$ cat src/rtl/switch_debounce.sv
// rtl/switch_debounce.sv - two-flop sync plus per-channel stability debounce for slide switches
// Optional rise/fall pulses are built only when DEBOUNCE_EDGE_EN is defined.
module switch_debounce #(
    parameter int WIDTH      = 5,
    parameter int STABLE_CNT = 1000000,
    parameter int CNT_W      = 20
) (
    input  logic             clk,
    input  logic             rst,
    input  logic [WIDTH-1:0] sw_in,
    output logic [WIDTH-1:0] sw_out,
    output logic [WIDTH-1:0] rise,
    output logic [WIDTH-1:0] fall,
    output logic             ready
);

    typedef enum logic {
        S_INIT = 1'b0,
        S_RUN  = 1'b1
    } state_t;

    localparam logic [CNT_W-1:0] CNT_LAST  = CNT_W'(STABLE_CNT - 1);
    localparam logic [CNT_W:0]   INIT_LAST = (CNT_W + 1)'(STABLE_CNT + 2);

    state_t           state;
    logic [WIDTH-1:0] sync1;
    logic [WIDTH-1:0] sync2;
    logic [CNT_W-1:0] cnt [WIDTH];
    logic [CNT_W:0]   init_cnt;
    logic [WIDTH-1:0] accept;

    // A channel accepts its new level on the edge its count would pass STABLE_CNT-1.
    always_comb begin
        accept = '0;
        for (int i = 0; i < WIDTH; i++) begin
            accept[i] = (sync2[i] != sw_out[i]) && (cnt[i] == CNT_LAST);
        end
    end

    always_ff @(posedge clk) begin
        if (rst) begin
            sync1  <= '0;
            sync2  <= '0;
            sw_out <= '0;
            for (int i = 0; i < WIDTH; i++) begin
                cnt[i] <= '0;
            end
        end else begin
            sync1 <= sw_in;
            sync2 <= sync1;
            for (int i = 0; i < WIDTH; i++) begin
                if (sync2[i] == sw_out[i]) begin
                    cnt[i] <= '0;
                end else if (accept[i]) begin
                    sw_out[i] <= sync2[i];
                    cnt[i]    <= '0;
                end else begin
                    cnt[i] <= cnt[i] + 1'b1;
                end
            end
        end
    end

    // ready rises one edge after the power-up levels have had time to land on sw_out.
    always_ff @(posedge clk) begin
        if (rst) begin
            state    <= S_INIT;
            init_cnt <= '0;
            ready    <= 1'b0;
        end else begin
            case (state)
                S_INIT: begin
                    init_cnt <= init_cnt + 1'b1;
                    if (init_cnt == INIT_LAST) begin
                        state <= S_RUN;
                        ready <= 1'b1;
                    end
                end
                S_RUN: begin
                    ready <= 1'b1;
                end
                default: begin
                    state <= S_INIT;
                    ready <= 1'b0;
                end
            endcase
        end
    end

`ifdef DEBOUNCE_EDGE_EN
    always_ff @(posedge clk) begin
        if (rst) begin
            rise <= '0;
            fall <= '0;
        end else if (ready) begin
            rise <= accept & sync2;
            fall <= accept & ~sync2;
        end else begin
            rise <= '0;
            fall <= '0;
        end
    end
`else
    assign rise = '0;
    assign fall = '0;
`endif

endmodule

$ cat config.mk
export PLATFORM = sky130hd
export DESIGN_NAME = switch_debounce
export DESIGN_NICKNAME = d
export VERILOG_FILES = /design/src/rtl/switch_debounce.sv
export SDC_FILE = /design/constraint.sdc
export NUM_CORES = 1
export LEC_CHECK = 0
export CAP_MARGIN = 20
export CORE_MARGIN = 2
export CORE_UTILIZATION = 63
export DETAILED_ROUTE_END_ITERATION = 8
export MAX_ROUTING_LAYER = met4
export PLACE_DENSITY_LB_ADDON = 0.3
export SYNTH_ARGS = -nofsm -noshare
export SYNTH_HDL_FRONTEND = slang
export SYNTH_SLANG_ARGS = --single-unit
$ cat constraint.sdc
create_clock -name clk -period 3.7 [get_ports clk]
set_clock_uncertainty 0.2 [all_clocks]
set_input_delay 0.925 -clock clk [delete_from_list [all_inputs] [get_ports clk]]
set_output_delay 0.925 -clock clk [all_outputs]
set_load 0.02 [all_outputs]
# == Word level (Yosys, flattened, before mapping) ==
# Memory sizes are Yosys's and may differ from the RTL's.
# Cells that the tools add are included.
# W data, S select, Z words.
# classes
add_sub_neg,6
eq_ne,17
n_mux,76
bitwise_logic,21
n_reduce_logical,10
# op_table
cell,n
$mux W20,15
$add A20 B1 Y20 const B,5
$eq A20 B20 Y1 const B,5
$mux W1,60
$add A21 B1 Y21 const B,1
$eq A21 B20 Y1 const B,1
$or A1 B1 Y1,15
$reduce_and A2 Y1,5
$not A1 Y1,6
$eq A1 B1 Y1,5
$logic_and A1 B1 Y1,5
$ne A1 B1 Y1,5
$ne A2 B2 Y1 const B,1
$pmux W1 S2,1
# word_totals
reg_bits,38
ram_bits,100
input_bits,7
wordCells,141
mem_count,1
# memory_table
memory,words,word_bits,read_ports,rd_clocked_by_memory_dff,wr,line,source
cnt,5,20,5,0,5,28,logic [CNT_W-1:0] cnt [WIDTH];

# == Depth between registers and ports, before layout ==
# An unclocked memory read counts as a cell.
# depth
depth_word,9
mapped_depth,6
mapped_depth_nobuf,5

# == Worst setup path before layout ==
# Ideal clock, no wire load.
# synth_path
kind,register -> register
from,memory cnt[4][12]
to,memory cnt[4][8] (data pin)
setup_time_ns,0.254
arrival_ns,1.920
slack_ns,1.325
stages_incl_launch_ff,6
synth_period_minus_slack_ns,2.375
cell_sequence,edfxtp_1 or4b_1 or4_4 o21ai_4 buf_6 nor2_1
# synth_lines
element,line
from (decl),28

# == Final worst setup path ==
# layout_path
from,register sw_out[1]
to,output sw_out[1]
# layout_lines
element,line,source
from (decl),11,"output logic [WIDTH-1:0] sw_out,"
"from (signal, indexed assignment)",55,sw_out[i] <= sync2[i];
# No word-level cell between the ends.

==> results.sh <==
export IMPL_critical_path_top_delay_family="buffers and inverters"
export IMPL_syn_area_um2=7180
export IMPL_critPathKind="flip-flop to output pin"
export IMPL_yosysWarnings=0
export IMPL_power_switching_uw=760
export IMPL_netlist_top_cell_by_area="edfxtp_1"
export IMPL_min_period_over_period=0.707
export IMPL_rsz0062_at_grt="no"
export IMPL_overflow=0
export IMPL_clkSlewWorstSetupHoldPaths_ns=0.06
export IMPL_cts_sinks=138
export IMPL_p_clk_frac=0.473
export IMPL_routed_wl_mm=14.4
export IMPL_worstMarginPinSlew_ns=0.559
export IMPL_finalNonFillerCells=968
export IMPL_dp_cells=936
export IMPL_internal_power_uw=2870
export IMPL_holdWs_ns=0.236
export IMPL_path_cells="clkdlybuf4s50_1"
export IMPL_grt_pass1_vias=5561
export IMPL_rows=38
export IMPL_vias=5503
export IMPL_finalSetupViolCount=0
export IMPL_synthTopCellsByArea="edfxtp_1 42%, dfxtp_1 11%, xor2_1 5.2%, nor2_1 4.5%, xnor2_1 4.0%"
export IMPL_drc=0
export IMPL_ys_async_sr_fraction=0
export IMPL_required_ns=2.57
export IMPL_yosys_area_top_type_share=0.418
export IMPL_cts_buffers=17
export IMPL_design_area_um2=8310
export IMPL_fin_setup_tns_ns=0
export IMPL_die_h_um=111
export IMPL_die_x_um=111
export IMPL_post_route_min_period_ns=2.62
export IMPL_detail_route_wl_per_cell_um=14.9
export IMPL_cp_start_kind="flip-flop"
export IMPL_grt_usage=0.251
export IMPL_worstSkewPairLatency_ns=0.42
export IMPL_status="complete, no violations"
export IMPL_power_density_nw_per_um2=437
export IMPL_ys_seq_area_frac=0.524
export IMPL_post_cts_resized=0
export IMPL_end_kind="output pin"
export IMPL_die_area_um2=12300
export IMPL_cp_arrival_ns=1.49
export IMPL_slew_headroom=0.625
export IMPL_cp_depth=1
export IMPL_hp_class="flip-flop to flip-flop"
export IMPL_diodes=0
export IMPL_peakVddDrop_mv=0.298
export IMPL_worstHoldPathCells=1
export IMPL_p_leak_uw=0.00286
export IMPL_gp_congestion=0.867
export IMPL_post_route_cells_drive_above_1_share=0.0531
export IMPL_path_buf_inv=1
export IMPL_io_pins=23
export IMPL_initial_core_util=0.654
export IMPL_syn_area_per_cell_um2=10.1
export IMPL_root_buffer="clkbuf_16"
export IMPL_fmax_mhz=382
export IMPL_viasPerCell=5.68
export IMPL_pwr_share_comb=0.039
export IMPL_crit_slowest_cell="clkdlybuf4s50_1"
export IMPL_drtIter0Drc=330
export IMPL_placed_area_um2=7700
export IMPL_drt_pass1_iter_count=4
export IMPL_crit_path_max_incr_delay_ns=0.64
export IMPL_coreArea_um2=11000
export IMPL_grt_pass1_wl_mm=24.9
export IMPL_final_util=0.756
export IMPL_antenna_found_initial=0
export IMPL_reg2reg_depth=4
export IMPL_hold_violations=0
export IMPL_post_cts_setup_buffer_count=0
export IMPL_slew_violations=0
export IMPL_ys_ff_latch=138
export IMPL_nets=829
export IMPL_synth_enable_flop_cells=100
export IMPL_ant_nets=0
export IMPL_switching_share=0.209
export IMPL_drv_cap=0
export IMPL_grt_max_degree=39
export IMPL_area_growth_syn_to_layout_pct=15.7
export IMPL_port_buffers=12
export IMPL_postSynthCellCount=709
export IMPL_seq_power_share=0.488
export IMPL_cts_buffer_depth=2
export IMPL_cts_htree_levels=4
export IMPL_hold_buffers=0
export IMPL_ys_flop_type="edfxtp_1"
export IMPL_ys_types=46
export IMPL_detailed_place_hpwl_mm=9.63
export IMPL_cts_tree="done"
export IMPL_critPathMaxFanout=3
cells in the final DEF, fill, tap and decap left out, types with 11 or more instances in the layout:
master / count
a21oi_1: 45
inv_1: 20
nor2b_1: 14
and3_1: 11
o21ai_0: 27
clkbuf_16: 19
nor3_1: 12
nand4_1: 34
nor2_1: 87
xnor2_1: 33
conb_1: 110
nor4_1: 11
clkdlybuf4s50_1: 11
edfxtp_1: 100
nand2_1: 36
or3_1: 29
xor2_1: 43
o31ai_1: 15
dfxtp_1: 38
nand3_1: 38
or4_1: 18
cells by family after synthesis:
kind of cell / count (synthesis) / share of synthesized area
xor gates and xnor gates: 76 / 0.0927
buffers and inverters: 58 / 0.0401
DFF: 138 / 0.524
and+or+nand+nor: 332 / 0.254
adders and majority gates: 7 / 0.0122
AOI/OAI and AO/OA: 96 / 0.0760
other: 2 / 0.00105
metal layers:
metal	GRT usage	vias up	wire length, um
li1	-	2710	-
met1	0.299	2631	6370
met2	0.422	138	7280
met3	0.0585	24	581
met4	0.0867	0	195
met5	-	-	0
sequential cells by signal (all words and copies together), names as in the netlist:
name,cells
cnt,100
sync2,5
ready,1
sync1,5
init_cnt,21
sw_out,5
state,1
stage by stage:
| step | total power [uW] | setup WS [ns] |
|---|---|---|
| floorplan | 1900 | 1.33 |
| global placement | 1920 | 1.19 |
| detailed placement | 1930 | 1.14 |
| CTS | 3640 | 1.08 |
| global route | 3750 | 0.993 |
| finish | 3630 | 1.08 |
final cells by class:
class / instances / area [um2]
timing repair buffer: 17 / 156
clock buffer: 25 / 518
tap: 140 / 175
clock inverter: 7 / 86.3
inverter: 20 / 75.1
fill: 761 / 2680
sequential: 138 / 3760
multi-input combinational: 621 / 3530
worst paths after layout:
check             start    endpoint  slack (ns)
max           sw_out[1]   sw_out[1]        1.08
min            sync1[3]    sync2[3]        0.24
max reg2reg  cnt[4][12]  cnt[4][16]        1.12
min reg2reg    sync1[3]    sync2[3]        0.24
cell usage after synthesis (20+ instances only):
| library cell | instances |
|---|---|
| o21ai_0 | 28 |
| xnor2_1 | 33 |
| nand4_1 | 34 |
| xor2_1 | 43 |
| nand3_1 | 38 |
| inv_1 | 20 |
| edfxtp_1 | 100 |
| nor2_1 | 87 |
| or3_1 | 29 |
| nand2_1 | 36 |
| a21oi_1 | 45 |
| dfxtp_1 | 38 |
| clkbuf_1 | 21 |
power by group through the flow:
stage,registers [uW],logic (uW),clock network (uW)
6_report,1770,140,1720
3_5_place_dp,1800,132,0
3_3_place_gp,1800,126,0
4_1_cts,1770,136,1730
5_1_grt,1780,160,1800
2_1_floorplan,1780,120,0
(Power assumes the default switching activity.)
